File: config.mk
export PLATFORM = sky130hd
export DESIGN_NAME = alu_issue_ctrl_flat
export DESIGN_NICKNAME = d
export VERILOG_FILES = /design/src/rtl/alu_issue_ctrl_if.sv /design/src/rtl/alu_issue_ctrl.sv /design/src/flat_wrapper.sv
export SDC_FILE = /design/constraint.sdc
export NUM_CORES = 1
export LEC_CHECK = 0
export BUFFER_PORTS_ARGS = -buffer_cell sky130_fd_sc_hd__buf_2
export CAP_MARGIN = 10
export CORE_ASPECT_RATIO = 0.9
export CORE_MARGIN = 8
export CORE_UTILIZATION = 29
export CTS_CLUSTER_DIAMETER = 30
export DETAILED_ROUTE_END_ITERATION = 8
export GPL_ROUTABILITY_DRIVEN = 0
export GPL_TIMING_DRIVEN = 0
export MAX_ROUTING_LAYER = met4
export REMOVE_ABC_BUFFERS = 1
export SLEW_MARGIN = 0
export SYNTH_ARGS = -nofsm -noshare
export SYNTH_HDL_FRONTEND = slang
export SYNTH_SLANG_ARGS = --single-unit
File: constraint.sdc
create_clock -name clk -period 10.6 [get_ports clk]
set_clock_uncertainty 0.2 [all_clocks]
set_input_delay 0.53 -clock clk [delete_from_list [all_inputs] [get_ports clk]]
set_output_delay 0.53 -clock clk [all_outputs]
set_load 0.03 [all_outputs]
File: src/rtl/alu_issue_ctrl_if.sv
// Issue/RF/ALU/writeback bundle for alu_issue_ctrl; master = sequencer, slave = environment.
// retired_count exists only when STATS_EN is defined.
interface alu_issue_ctrl_if #(
  parameter int unsigned XLEN  = 32,
  parameter int unsigned CNT_W = 32
);
  logic            instr_valid;
  logic [31:0]     instr;
  logic            instr_ready;
  logic [4:0]      rf_rs1_addr;
  logic [4:0]      rf_rs2_addr;
  logic [XLEN-1:0] rf_rs1_data;
  logic [XLEN-1:0] rf_rs2_data;
  logic [XLEN-1:0] alu_op1;
  logic [XLEN-1:0] alu_op2;
  logic [2:0]      alu_funct3;
  logic            alu_funct7;
  logic [XLEN-1:0] adder_rsv;
  logic [XLEN-1:0] shifter_rsv;
  logic [XLEN-1:0] comparator_rsv;
  logic            rf_wr_en;
  logic [4:0]      rf_wr_addr;
  logic [XLEN-1:0] rf_wr_data;
  logic            done;
  logic            illegal;
`ifdef STATS_EN
  logic [CNT_W-1:0] retired_count;
`endif

  modport master (
    input  instr_valid, instr, rf_rs1_data, rf_rs2_data,
           adder_rsv, shifter_rsv, comparator_rsv,
    output instr_ready, rf_rs1_addr, rf_rs2_addr, alu_op1, alu_op2,
           alu_funct3, alu_funct7, rf_wr_en, rf_wr_addr, rf_wr_data,
           done, illegal
`ifdef STATS_EN
   ,output retired_count
`endif
  );

  modport slave (
    output instr_valid, instr, rf_rs1_data, rf_rs2_data,
           adder_rsv, shifter_rsv, comparator_rsv,
    input  instr_ready, rf_rs1_addr, rf_rs2_addr, alu_op1, alu_op2,
           alu_funct3, alu_funct7, rf_wr_en, rf_wr_addr, rf_wr_data,
           done, illegal
`ifdef STATS_EN
   ,input  retired_count
`endif
  );
endinterface

File: src/rtl/alu_issue_ctrl.sv
// Four-cycle RV32I ALU issue/writeback sequencer: IDLE -> READ -> EXEC -> WB.
// Define STATS_EN to add the retired-instruction counter (retired_count).
module alu_issue_ctrl #(
  parameter int unsigned XLEN  = 32,
  parameter int unsigned CNT_W = 32
) (
  input logic              clk,
  input logic              reset,
  alu_issue_ctrl_if.master bus
);
  localparam logic [6:0] OPC_OP    = 7'b0110011;
  localparam logic [6:0] OPC_OPIMM = 7'b0010011;

  typedef enum logic [1:0] {
    S_IDLE,
    S_READ,
    S_EXEC,
    S_WB
  } state_e;

  state_e          state_q,   state_d;
  logic [31:0]     instr_q,   instr_d;
  logic [XLEN-1:0] op1_q,     op1_d;
  logic [XLEN-1:0] op2_q,     op2_d;
  logic [2:0]      funct3_q,  funct3_d;
  logic            funct7_q,  funct7_d;
  logic [XLEN-1:0] res_q,     res_d;
  logic            wr_en_q,   wr_en_d;
  logic [4:0]      wr_addr_q, wr_addr_d;
  logic [XLEN-1:0] wr_data_q, wr_data_d;
  logic            done_q,    done_d;
  logic            illegal_q, illegal_d;
`ifdef STATS_EN
  logic [CNT_W-1:0] cnt_q, cnt_d;
`endif

  logic            is_op;
  logic            is_opimm;
  logic            legal;
  logic [2:0]      f3;
  logic [4:0]      rd;
  logic [XLEN-1:0] imm_sext;

  assign is_op    = (instr_q[6:0] == OPC_OP);
  assign is_opimm = (instr_q[6:0] == OPC_OPIMM);
  assign legal    = is_op | is_opimm;
  assign f3       = instr_q[14:12];
  assign rd       = instr_q[11:7];
  assign imm_sext = {{(XLEN-12){instr_q[31]}}, instr_q[31:20]};

  always_comb begin
    state_d   = state_q;
    instr_d   = instr_q;
    op1_d     = op1_q;
    op2_d     = op2_q;
    funct3_d  = funct3_q;
    funct7_d  = funct7_q;
    res_d     = res_q;
    wr_en_d   = 1'b0;
    wr_addr_d = wr_addr_q;
    wr_data_d = wr_data_q;
    done_d    = 1'b0;
    illegal_d = 1'b0;
`ifdef STATS_EN
    cnt_d     = cnt_q;
`endif
    case (state_q)
      S_IDLE: begin
        if (bus.instr_valid) begin
          instr_d = bus.instr;
          state_d = S_READ;
        end
      end
      S_READ: begin
        op1_d    = bus.rf_rs1_data;
        op2_d    = is_opimm ? imm_sext : bus.rf_rs2_data;
        funct3_d = f3;
        // instr[30] only selects sub (OP) or arithmetic right shift; addi must never subtract.
        if (is_op)
          funct7_d = instr_q[30] & ((f3 == 3'b000) || (f3 == 3'b101));
        else if (is_opimm)
          funct7_d = instr_q[30] & (f3 == 3'b101);
        else
          funct7_d = 1'b0;
        state_d  = S_EXEC;
      end
      S_EXEC: begin
        case (funct3_q)
          3'b001, 3'b101: res_d = bus.shifter_rsv;
          3'b010, 3'b011: res_d = bus.comparator_rsv;
          default:        res_d = bus.adder_rsv;
        endcase
        state_d = S_WB;
      end
      S_WB: begin
        wr_en_d   = legal && (rd != 5'd0);
        wr_addr_d = rd;
        wr_data_d = res_q;
        done_d    = 1'b1;
        illegal_d = ~legal;
`ifdef STATS_EN
        if (legal)
          cnt_d = cnt_q + CNT_W'(1);
`endif
        state_d   = S_IDLE;
      end
      default: state_d = S_IDLE;
    endcase
  end

  always_ff @(posedge clk or posedge reset) begin
    if (reset) begin
      state_q   <= S_IDLE;
      instr_q   <= '0;
      op1_q     <= '0;
      op2_q     <= '0;
      funct3_q  <= '0;
      funct7_q  <= 1'b0;
      res_q     <= '0;
      wr_en_q   <= 1'b0;
      wr_addr_q <= '0;
      wr_data_q <= '0;
      done_q    <= 1'b0;
      illegal_q <= 1'b0;
`ifdef STATS_EN
      cnt_q     <= '0;
`endif
    end else begin
      state_q   <= state_d;
      instr_q   <= instr_d;
      op1_q     <= op1_d;
      op2_q     <= op2_d;
      funct3_q  <= funct3_d;
      funct7_q  <= funct7_d;
      res_q     <= res_d;
      wr_en_q   <= wr_en_d;
      wr_addr_q <= wr_addr_d;
      wr_data_q <= wr_data_d;
      done_q    <= done_d;
      illegal_q <= illegal_d;
`ifdef STATS_EN
      cnt_q     <= cnt_d;
`endif
    end
  end

  // Read addresses come straight from the latched instruction, so they are registered at accept.
  assign bus.instr_ready = (state_q == S_IDLE);
  assign bus.rf_rs1_addr = instr_q[19:15];
  assign bus.rf_rs2_addr = instr_q[24:20];
  assign bus.alu_op1     = op1_q;
  assign bus.alu_op2     = op2_q;
  assign bus.alu_funct3  = funct3_q;
  assign bus.alu_funct7  = funct7_q;
  assign bus.rf_wr_en    = wr_en_q;
  assign bus.rf_wr_addr  = wr_addr_q;
  assign bus.rf_wr_data  = wr_data_q;
  assign bus.done        = done_q;
  assign bus.illegal     = illegal_q;
`ifdef STATS_EN
  assign bus.retired_count = cnt_q;
`endif
endmodule

File: src/flat_wrapper.sv
// flat-port wrapper written by rule: the top's interface ports become plain ports
module alu_issue_ctrl_flat 
#(
  parameter int unsigned XLEN  = 32,
  parameter int unsigned CNT_W = 32
)
  (clk, reset, bus_instr_valid, bus_instr, bus_rf_rs1_data, bus_rf_rs2_data, bus_adder_rsv, bus_shifter_rsv, bus_comparator_rsv, bus_instr_ready, bus_rf_rs1_addr, bus_rf_rs2_addr, bus_alu_op1, bus_alu_op2, bus_alu_funct3, bus_alu_funct7, bus_rf_wr_en, bus_rf_wr_addr, bus_rf_wr_data, bus_done, bus_illegal);
  alu_issue_ctrl_if #(.XLEN(XLEN), .CNT_W(CNT_W)) bus_i ();
  input logic clk;
  input logic reset;
  input wire logic [$bits(bus_i.instr_valid)-1:0] bus_instr_valid;
  input wire logic [$bits(bus_i.instr)-1:0] bus_instr;
  input wire logic [$bits(bus_i.rf_rs1_data)-1:0] bus_rf_rs1_data;
  input wire logic [$bits(bus_i.rf_rs2_data)-1:0] bus_rf_rs2_data;
  input wire logic [$bits(bus_i.adder_rsv)-1:0] bus_adder_rsv;
  input wire logic [$bits(bus_i.shifter_rsv)-1:0] bus_shifter_rsv;
  input wire logic [$bits(bus_i.comparator_rsv)-1:0] bus_comparator_rsv;
  output wire logic [$bits(bus_i.instr_ready)-1:0] bus_instr_ready;
  output wire logic [$bits(bus_i.rf_rs1_addr)-1:0] bus_rf_rs1_addr;
  output wire logic [$bits(bus_i.rf_rs2_addr)-1:0] bus_rf_rs2_addr;
  output wire logic [$bits(bus_i.alu_op1)-1:0] bus_alu_op1;
  output wire logic [$bits(bus_i.alu_op2)-1:0] bus_alu_op2;
  output wire logic [$bits(bus_i.alu_funct3)-1:0] bus_alu_funct3;
  output wire logic [$bits(bus_i.alu_funct7)-1:0] bus_alu_funct7;
  output wire logic [$bits(bus_i.rf_wr_en)-1:0] bus_rf_wr_en;
  output wire logic [$bits(bus_i.rf_wr_addr)-1:0] bus_rf_wr_addr;
  output wire logic [$bits(bus_i.rf_wr_data)-1:0] bus_rf_wr_data;
  output wire logic [$bits(bus_i.done)-1:0] bus_done;
  output wire logic [$bits(bus_i.illegal)-1:0] bus_illegal;
  assign bus_i.instr_valid = bus_instr_valid;
  assign bus_i.instr = bus_instr;
  assign bus_i.rf_rs1_data = bus_rf_rs1_data;
  assign bus_i.rf_rs2_data = bus_rf_rs2_data;
  assign bus_i.adder_rsv = bus_adder_rsv;
  assign bus_i.shifter_rsv = bus_shifter_rsv;
  assign bus_i.comparator_rsv = bus_comparator_rsv;
  assign bus_instr_ready = bus_i.instr_ready;
  assign bus_rf_rs1_addr = bus_i.rf_rs1_addr;
  assign bus_rf_rs2_addr = bus_i.rf_rs2_addr;
  assign bus_alu_op1 = bus_i.alu_op1;
  assign bus_alu_op2 = bus_i.alu_op2;
  assign bus_alu_funct3 = bus_i.alu_funct3;
  assign bus_alu_funct7 = bus_i.alu_funct7;
  assign bus_rf_wr_en = bus_i.rf_wr_en;
  assign bus_rf_wr_addr = bus_i.rf_wr_addr;
  assign bus_rf_wr_data = bus_i.rf_wr_data;
  assign bus_done = bus_i.done;
  assign bus_illegal = bus_i.illegal;
  alu_issue_ctrl #(.XLEN(XLEN), .CNT_W(CNT_W)) u_core (.clk(clk), .reset(reset), .bus(bus_i));
endmodule
==> flow_summary.yaml, run 1 <==
power:
  power_switching_share: 0.4222
  clkPwrFrac: 0.176
  p_sw_uw: 1530
  intPower_uw: 2094
  power_frac_comb: 0.495
  cellLeakagePower_uw: 0.004988
  p_per_area_nw_per_um2: 346.1
  seqPwrFrac: 0.329
  ir_drop_mv: 0.2066
  fin_total_pwr_uw: 3624
hold_path:
  hold_start: "bus_rf_rs1_data[23]"
  whs_path_depth: 2
  min_path_type: "input port to flip-flop"
  min_to: "u_core.bus.alu_op1[23]$_DFFE_PP0N_"
routing:
  viasPerCell: 4.521
  wl_per_cell_microns: 17.54
  totalWireLength_mm: 22.10
  drt-initial-drc-count: 252
  postRouteAntennaNets: 0
  num_vias: 5697
  drt_pass1_iterations: 4
  drcViolationCount: 0
worst_setup_path:
  r2r_slack_ps: 8090
  rr_startpoint: "u_core.state_q[1]$_DFFE_PP0P_"
  rr_worst_depth: 5
  end_kind: "flip-flop"
  cp_max_fo: 69
  cp-start-kind: "flip-flop"
  crit_buf_inv: 2
  crit_start: "u_core.state_q[1]$_DFFE_PP0P_"
  criticalPathCategory: "flip-flop to flip-flop"
  crit_arrival_ps: 2580
  worstPathRequired_ps: 10670
  max_stage_delay_ps: 850
  crit_chain: "inv_1 -> ha_4 -> buf_16 -> o41a_1 -> a21oi_1"
  critPathSlowestCell: "o41a_1"
  path_delay_family: "compound AO/OA/AOI/OAI gates"
  reg2reg_to: "u_core.bus.alu_op2[29]$_DFFE_PP0N_"
place:
  portBuffers: 313
  dp_hpwl_mm: 16.08
synthesis:
  synth.avg_cell_area_sq_um: 13.06
  synth-seq-area-share: 0.5501
  syn_area_sq_um: 7915
  async_reset_ff_frac: 1.000
  synth_common_cells: "174 x dfrtp_1, 137 x mux2_2, 96 x mux2i_1"
  synth_cell_types: 28
  synth_top_area_frac: 0.5501
  synth_most_common_cell: "dfrtp_1"
  synth_top_area_cell: "dfrtp_1"
  ys_ff_latch: 174
  synthFlopType: "dfrtp_1"
  syn_inst: 606
  synth-edff-count: 0
  ys.warnings.count: 0
  synth.area.top_cells: "dfrtp_1 55%, mux2_2 19%, mux2i_1 12%, o21ai_1 1.9%, nor2_1 1.6%"
clocking:
  clk_pin_slew_ps: 70
  cts_tree: "done"
  cts_setup_buffers: 0
  clock_sinks: 174
  clkLatencyLatePin_ps: 420
  cts_root_buf: "clkbuf_16"
  cts_resized: 0
  cts_hold_buffers: 1
  clk_path_buf_depth: 2
  numCtsBuffers: 17
  htree_levels: 4
grt:
  overflow: 0
  grt_pass1_wl_mm: 35.02
  grt_max_degree: 94
  track_usage: 0.1368
  antenna_found_initial: 0
  grt_pass1_vias: 6083
layout:
  utilization: 0.3894
  layout-drive-gt1-share: 0.5519
  antenna_cells: 0
  final_nets: 1093
  area_growth_pct: 32.26
floorplan:
  die_y_microns: 172.7
  dieArea_sq_um: 32840
  rows: 57
  start_util: 0.2944
  coreArea_sq_um: 26890
  io_pins: 314
  die_w_microns: 190.1
sta:
  hold_viol_final: 0
  fin_setup_tns_ps: 0
  fin_crit_sh: 0.2371
  final_max_slew_viol_count: 0
  setup_viol: 0
  rsz0062_at_grt: "false"
  fmax_mhz: 397.9
  tightestPinTransition_ps: 953.9
  finalCriticalPeriod_ps: 2513
  whs_ps: 136.4
  slew-limit-headroom: 0.3641
flow_run:
  cap_violations: 0
status:
  status: "completed"
placed cells by master (no fill, tap or decap), types with 2 or more instances in the layout:
master,synthesis,routed
ha_2,0,2
dfrtp_2,0,3
o21ai_1,30,30
a31oi_1,11,11
inv_6,0,6
mux2i_1,96,96
mux2_2,137,137
or4_1,12,12
a21oi_1,23,23
nand2b_1,2,2
o21ai_0,3,3
dfrtp_1,174,171
ha_1,5,2
nor2_1,33,33
buf_16,0,3
buf_2,19,313
inv_1,15,14
buf_12,0,5
inv_8,0,5
clkbuf_16,0,17
logic make-up after synthesis:
kind of cell / count (synthesis) / synth area share
flip-flops: 174 / 0.5501
buffers and inverters: 69 / 0.04142
adder cells (fa/ha/maj): 5 / 0.007904
AO/OA/AOI/OAI: 69 / 0.04711
multiplexers: 233 / 0.3163
AND/OR/NAND/NOR: 56 / 0.03715
worst register-to-register path, stage by stage (launching register included):
cell and delay (ps):
dfrtp_1 420, inv_1 150, ha_4 270, buf_16 280, o41a_1 870, a21oi_1 170
metal layers:
metal	vias to the layer above	share of wire	track usage
met5	-	0	-
met1	2790	0.43	0.1599
met4	0	0.013	0.03779
met3	14	0.055	0.03379
met2	162	0.50	0.2310
li1	2731	-	-
state kept, by name (all words and copies together), names as in the netlist, 2 cells and up:
register               count
u_core.bus.rf_wr_data     32
u_core.bus.alu_op1        32
u_core.bus.alu_op2        32
u_core.bus.rf_wr_addr      5
u_core.instr_q            32
u_core.res_q              32
u_core.state_q             2
u_core.bus.alu_funct3      3
worst max-delay path by stage:
stage,to,cells past startpoint
after floorplan,u_core.bus.alu_funct3[0]$_DFFE_PP0N_,1
after global placement,u_core.bus.rf_wr_addr[2]$_DFFE_PP0P_,2
after detailed placement,u_core.bus.alu_op2[29]$_DFFE_PP0N_,5
after CTS,u_core.bus.alu_op2[29]$_DFFE_PP0N_,5
after global routing,u_core.bus.alu_op2[21]$_DFFE_PP0N_,5
final,u_core.bus.alu_op2[29]$_DFFE_PP0N_,5
final cells by class:
| type | count | area (sq um) |
|---|---|---|
| Clock buffer | 19 | 442.9 |
| Clock inverter | 13 | 143.9 |
| Fill cell | 2692 | 16420 |
| Inverter | 15 | 63.81 |
| Multi-Input combinational cell | 363 | 3258 |
| Sequential cell | 174 | 4358 |
| Tap cell | 354 | 442.9 |
| Timing Repair Buffer | 322 | 1759 |
power groups by stage:
stage / Clock, uW / Sequential, uW / Combinational, uW
6_report: 639 / 1190 / 1790
5_1_grt: 692 / 1250 / 1920
4_1_cts: 666 / 1200 / 1820
3_5_place_dp: 0 / 1210 / 1820
3_3_place_gp: 0 / 1280 / 1710
2_1_floorplan: 0 / 1680 / 779
metrics by stage:
| step | std cells | cell area, sq um | setup WS [ps] |
|---|---|---|---|
| floorplan | 552 | 7644 | 5153 |
| global placement | 1219 | 9653 | 2834 |
| detailed placement | 1226 | 9844 | 8025 |
| CTS | 1259 | 10440 | 8019 |
| global route | 1260 | 10470 | 7912 |
| finish | 1260 | 10470 | 8087 |
(Power assumes the default switching activity.)
==> run 2: changes to the inputs <==
--- a/config.mk
+++ b/config.mk
@@ -5,6 +5,7 @@
 export SDC_FILE = /design/constraint.sdc
 export NUM_CORES = 1
 export LEC_CHECK = 0
+export ABC_AREA = 1
 export BUFFER_PORTS_ARGS = -buffer_cell sky130_fd_sc_hd__buf_2
 export CAP_MARGIN = 10
 export CORE_ASPECT_RATIO = 0.9
==> constraint.sdc (replaced) <==
create_clock -name clk -period 2.4 [get_ports clk]
set_clock_uncertainty 0.2 [all_clocks]
set_input_delay 0.12 -clock clk [delete_from_list [all_inputs] [get_ports clk]]
set_output_delay 0.12 -clock clk [all_outputs]
set_load 0.03 [all_outputs]
==> run 2 against run 1 <==
  * Register-to-register slack worse by 7900 ps
  * Synthesized cell count up 53%
  * Count of clock-buffer cells in the layout stayed put
  * Design area up 17%
  * Highest routed layer unchanged
  * Critical path type unchanged
  * Via count rose by 40%
  * Maximum frequency up 11%
  * Clock power increased to 4.3 times the previous value
  * First-iteration DRC count increased by 56%
  * Worst setup slack got worse by 7900 ps
==> flow_summary.yaml, run 2 <==
synthesis:
  synth_cell_types: 28
  synth.avg_cell_area_sq_um: 8.556
  ys_ff_latch: 174
  synth-edff-count: 0
  synth_common_cells: "424 x nand2_1, 174 x dfrtp_1, 84 x a21oi_1"
  async_reset_ff_frac: 1.000
  synth-seq-area-share: 0.5496
  syn_inst: 926
  syn_area_sq_um: 7923
  synth_most_common_cell: "nand2_1"
  synth_top_area_frac: 0.5496
  ys.warnings.count: 0
  synthFlopType: "dfrtp_1"
  synth.area.top_cells: "dfrtp_1 55%, nand2_1 20%, a21oi_1 5.3%, nand3_2 3.8%, nor2_1 2.7%"
  synth_top_area_cell: "dfrtp_1"
layout:
  layout_common_cells: "423 x nand2_1, 313 x buf_2, 196 x dlygate4sd3_1, 174 x dfrtp_1, 84 x a21oi_1"
  layout.cells.most_common: "nand2_1"
  final_nets: 1599
  utilization: 0.4551
  area_growth_pct: 54.85
  layout-drive-gt1-share: 0.2989
  nFillCells: 2511
worst_setup_path:
  crit_arrival_ps: 2400
  rr_worst_depth: 5
  crit_start: "u_core.bus.alu_funct3[1]$_DFFE_PP0N_"
  rr_startpoint: "u_core.bus.alu_funct3[1]$_DFFE_PP0N_"
  criticalPathCategory: "flip-flop to flip-flop"
  cp-start-kind: "flip-flop"
  cp_max_fo: 33
  critPathMostFrequentCell: "a21oi_1"
  critPathSlowestCell: "dlygate4sd3_1"
  end_kind: "flip-flop"
  r2r_slack_ps: 140
  max_stage_delay_ps: 600
  crit_chain: "inv_2 -> nor2_8 -> a21oi_1 -> dlygate4sd3_1 -> a21oi_1"
  worstPathRequired_ps: 2530
  crit_end: "u_core.res_q[20]$_DFFE_PP0P_"
  reg2reg_to: "u_core.res_q[20]$_DFFE_PP0P_"
floorplan:
  die_y_microns: 172.8
  start_util: 0.2939
  coreArea_sq_um: 26960
  io_pins: 314
  die_w_microns: 190.2
  rows: 57
  dieArea_sq_um: 32870
power:
  ir_drop_mv: 0.5054
  cellLeakagePower_uw: 0.006454
  p_per_area_nw_per_um2: 1310
  fin_total_pwr_uw: 16070
status:
  status: "completed"
sta:
  fin_crit_sh: 0.9421
  fmax_mhz: 442.3
  tightestPinTransition_ps: 954.4
  hold_viol_final: 0
  setup_viol: 0
  rsz0062_at_grt: "false"
  slew-limit-headroom: 0.3630
  final_max_slew_viol_count: 0
  finalCriticalPeriod_ps: 2261
routing:
  drcViolationCount: 0
  drt_pass1_iterations: 4
  totalWireLength_mm: 28.93
  drt-initial-drc-count: 393
  postRouteAntennaNets: 0
  num_vias: 7950
  viasPerCell: 4.499
  wl_per_cell_microns: 16.37
clocking:
  cts_root_buf: "clkbuf_16"
  htree_levels: 4
  clk_path_buf_depth: 2
  cts_tree: "done"
  numCtsBuffers: 17
  clock_sinks: 174
  clk_pin_slew_ps: 70
  clkLatencyLatePin_ps: 420
grt:
  grt_max_degree: 109
  grt_pass1_wl_mm: 46.18
  track_usage: 0.1781
  antenna_found_initial: 1
  grt_pass1_vias: 8523
  overflow: 0
place:
  dp_hpwl_mm: 17.13
  portBuffers: 313
hold_path:
  min_path_type: "input port to async pin"
flow_run:
  cap_violations: 0
[run 2: area by class of cell]
cell class | instances | area (sq um) | share of cell area
antenna | 1 | 2.502 | 0.0002040
inverter | 33 | 146.4 | 0.01193
clock inverter | 13 | 131.4 | 0.01071
tap | 354 | 442.9 | 0.03610
clock buffer | 19 | 432.9 | 0.03529
sequential | 174 | 4354 | 0.3549
timing repair buffer | 516 | 3664 | 0.2986
multi-input combinational | 657 | 3094 | 0.2522
[run 2: critical path, delay by kind of cell (launching register included)]
kind | cells | cell delay [ps]
buffers and inverters | 2 | 710
AND/OR/NAND/NOR | 1 | 420
AO/OA/AOI/OAI | 2 | 320
flip-flops | 1 | 510
[run 2: cells by family after synthesis]
family	synth area share
simple gates	0.2881
buf+inv	0.06570
mux	0.01848
compound gates	0.07028
fa+ha+maj	0.007896
flops	0.5496
[run 2: stage by stage]
stage | area [sq um] | hold slack [ps] | worst slack [ps] | cells | TNS (ps)
after detailed placement | 9634 | -3.916 | -744.3 | 1533 | -27710
after CTS | 12210 | 77.99 | -4.226 | 1763 | -4.226
after floorplan | 7530 | 37.17 | -2637 | 863 | -499920
after global placement | 9539 | 122.0 | -5056 | 1530 | -1098120
after global routing | 12270 | 127.6 | 2.329 | 1767 | 0
final | 12270 | 91.27 | 138.9 | 1767 | 0
[run 2: worst min-delay path by stage]
| stage | start | to | slack, ps | cells after the start |
|---|---|---|---|---|
| finish | reset | u_core.res_q[31]$_DFFE_PP0P_ | 90 | 3 |
| CTS | reset | u_core.res_q[31]$_DFFE_PP0P_ | 80 | 3 |
| global placement | bus_rf_rs1_data[26] | u_core.bus.alu_op1[26]$_DFFE_PP0N_ | 120 | 3 |
| global route | reset | u_core.res_q[31]$_DFFE_PP0P_ | 130 | 3 |
| detailed placement | reset | u_core.res_q[31]$_DFFE_PP0P_ | -4 | 2 |
| floorplan | bus_rf_rs1_data[0] | u_core.bus.alu_op1[0]$_DFFE_PP0N_ | 40 | 2 |
[run 2: timing repair]
| action | 4_1_cts | 5_1_grt |
|---|---|---|
| endpoints found under the hold margin | 196 | 0 |
| resized for setup | 5 | 1 |
| buffers inserted | 1 | 3 |
| pin swaps | 1 | 1 |
| hold buffers | 196 | 0 |
| setup endpoints to repair | 136 | 5 |
| cloned | 1 | 0 |
[run 2: power by group]
part           total, uW  switching [uW]  internal, uW
logic               8140            5640          2490
registers           5200             796          4400
clock network       2740            1280          1460
[run 2: metal layers]
| metal | GRT usage | wire, microns | share of wire | vias to the layer above |
|---|---|---|---|---|
| met5 | - | 0 | 0 | - |
| met2 | 0.2747 | 13070 | 0.45 | 367 |
| met3 | 0.05652 | 2621 | 0.091 | 36 |
| met4 | 0.05200 | 563 | 0.019 | 0 |
| li1 | - | - | - | 3824 |
| met1 | 0.2212 | 12670 | 0.44 | 3723 |
==> run 3: changes to the inputs <==
==> constraint.sdc (replaced) <==
create_clock -name clk -period 2.1 [get_ports clk]
set_clock_uncertainty 0.2 [all_clocks]
set_input_delay 0.105 -clock clk [delete_from_list [all_inputs] [get_ports clk]]
set_output_delay 0.105 -clock clk [all_outputs]
set_load 0.03 [all_outputs]
==> run 3 against run 2 <==
  * Non-clock buffer count stayed put
  * Sequential share of layout area is 0.054 points lower
  * Highest routed layer unchanged
  * Total power is 15% higher
  * Core utilization is 0.070 points higher
  * Largest power group unchanged
==> flow_summary.yaml, run 3 (synthesis results as in run 2) <==
grt:
  grt_pass1_wl_mm: 47.01
  antenna_found_initial: 1
  track_usage: 0.1829
  overflow: 0
  grt_max_degree: 109
  grt_pass1_vias: 8523
floorplan:
  dieArea_sq_um: 32870
  coreArea_sq_um: 26960
  die_w_microns: 190.2
  start_util: 0.2939
  io_pins: 314
  die_y_microns: 172.8
  rows: 57
sta:
  fin_crit_sh: 0.9437
  fin_setup_tns_ps: 0
  fmax_mhz: 504.6
  final_max_slew_viol_count: 0
  tightestPinTransition_ps: 600.7
  slew-limit-headroom: 0.5995
  rsz0062_at_grt: "false"
  setup_viol: 0
  finalCriticalPeriod_ps: 1982
  whs_ps: 74.99
  hold_viol_final: 0
power:
  ir_drop_mv: 0.6643
  intPower_uw: 9503
  power_frac_comb: 0.506
  p_per_area_nw_per_um2: 1499
  seqPwrFrac: 0.324
  clkPwrFrac: 0.170
  power_switching_share: 0.4842
  cellLeakagePower_uw: 0.006452
  p_sw_uw: 8920
clocking:
  clock_sinks: 174
  htree_levels: 4
  clkLatencyLatePin_ps: 420
  numCtsBuffers: 17
  cts_tree: "done"
  clk_pin_slew_ps: 80
  cts_root_buf: "clkbuf_16"
  clk_path_buf_depth: 2
routing:
  drt_pass1_iterations: 5
  postRouteAntennaNets: 0
  drt-initial-drc-count: 440
  drcViolationCount: 0
  wl_per_cell_microns: 16.64
  num_vias: 7955
  totalWireLength_mm: 29.43
  viasPerCell: 4.499
flow_run:
  cap_violations: 0
worst_setup_path:
  reg2reg_to: "u_core.instr_q[8]$_DFFE_PP0P_"
  crit_arrival_ps: 2130
  cp_max_fo: 4
  rr_worst_depth: 6
  worstPathRequired_ps: 2250
  criticalPathCategory: "flip-flop to flip-flop"
  rr_startpoint: "u_core.state_q[0]$_DFFE_PP0P_"
  cp-start-kind: "flip-flop"
  r2r_slack_ps: 120
  end_kind: "flip-flop"
hold_path:
  min_path_type: "input port to async pin"
place:
  dp.cells: 1533
  portBuffers: 313
  dp_hpwl_mm: 17.13
layout:
  layout-drive-gt1-share: 0.3015
  fin_cells: 1768
  final_nets: 1600
  layout.cells.most_common: "nand2_1"
  layout_common_cells: "423 x nand2_1, 313 x buf_2, 195 x dlygate4sd3_1, 174 x dfrtp_1, 84 x a21oi_1"
  area_growth_pct: 55.09
  utilization: 0.4558
status:
  status: "completed"
## run 3: power by group through the flow
stage	logic (uW)	clock network, uW	registers [uW]
after floorplan	3620	0	8070
after global placement	8600	0	5880
after detailed placement	8680	0	5940
after CTS	9340	3260	5940
after global routing	10200	3360	6190
final	9330	3130	5960
## run 3: metal layers
layer  routed length [microns]  share of wire  GRT usage
met3                      2874          0.098    0.05973
met4                       733          0.025    0.05749
met1                     12900           0.44     0.2285
met5                         0              0          -
met2                     12920           0.44     0.2774
## run 3: timing repair
action / 4_1_cts / 5_1_grt
endpoints found under the hold margin: 196 / 0
cloned: 2 / 0
pin swaps: 2 / 0
endpoints found under the setup margin: 136 / 8
hold buffers: 195 / 0
resized for setup: 7 / 4
buffers inserted: 5 / 0
## run 3: through the flow
step,setup WS (ps),total power (uW),cell area (sq um)
final,118.2,18420,12290
after CTS,80.49,18550,12280
after detailed placement,-1044,14620,9634
after global placement,-5341,14480,9539
after floorplan,-2922,11680,7530
after global routing,3.154,19790,12290
## run 3: how the worst max path moves through the flow
stage,from,end,slack [ps],cells past startpoint
final,u_core.state_q[0]$_DFFE_PP0P_,u_core.instr_q[8]$_DFFE_PP0P_,120,6
after global routing,u_core.state_q[1]$_DFFE_PP0P_,u_core.bus.alu_funct7$_DFFE_PP0N_,3,10
after CTS,u_core.state_q[0]$_DFFE_PP0P_,u_core.instr_q[8]$_DFFE_PP0P_,80,6
after detailed placement,u_core.state_q[1]$_DFFE_PP0P_,u_core.bus.alu_funct7$_DFFE_PP0N_,-1040,10
after global placement,reset,u_core.bus.alu_op2[11]$_DFFE_PP0N_,-5340,2
after floorplan,reset,u_core.bus.alu_funct3[0]$_DFFE_PP0N_,-2920,1
## run 3: critical path: stages, from the launching register on
cell and delay [ps]:
dfrtp_1 470, inv_2 110, ha_1 250, nand2_2 150
nor2_1 60, dlygate4sd3_1 560, a21oi_1 120
## run 3: layout make-up
cell class | count | area [sq um]
antenna | 1 | 2.502
clock inverter | 13 | 131.4
clock buffer | 19 | 432.9
timing repair buffer | 516 | 3656
multi-input combinational | 658 | 3110
fill | 2499 | 14670
tap | 354 | 442.9
inverter | 33 | 156.4
sequential | 174 | 4354
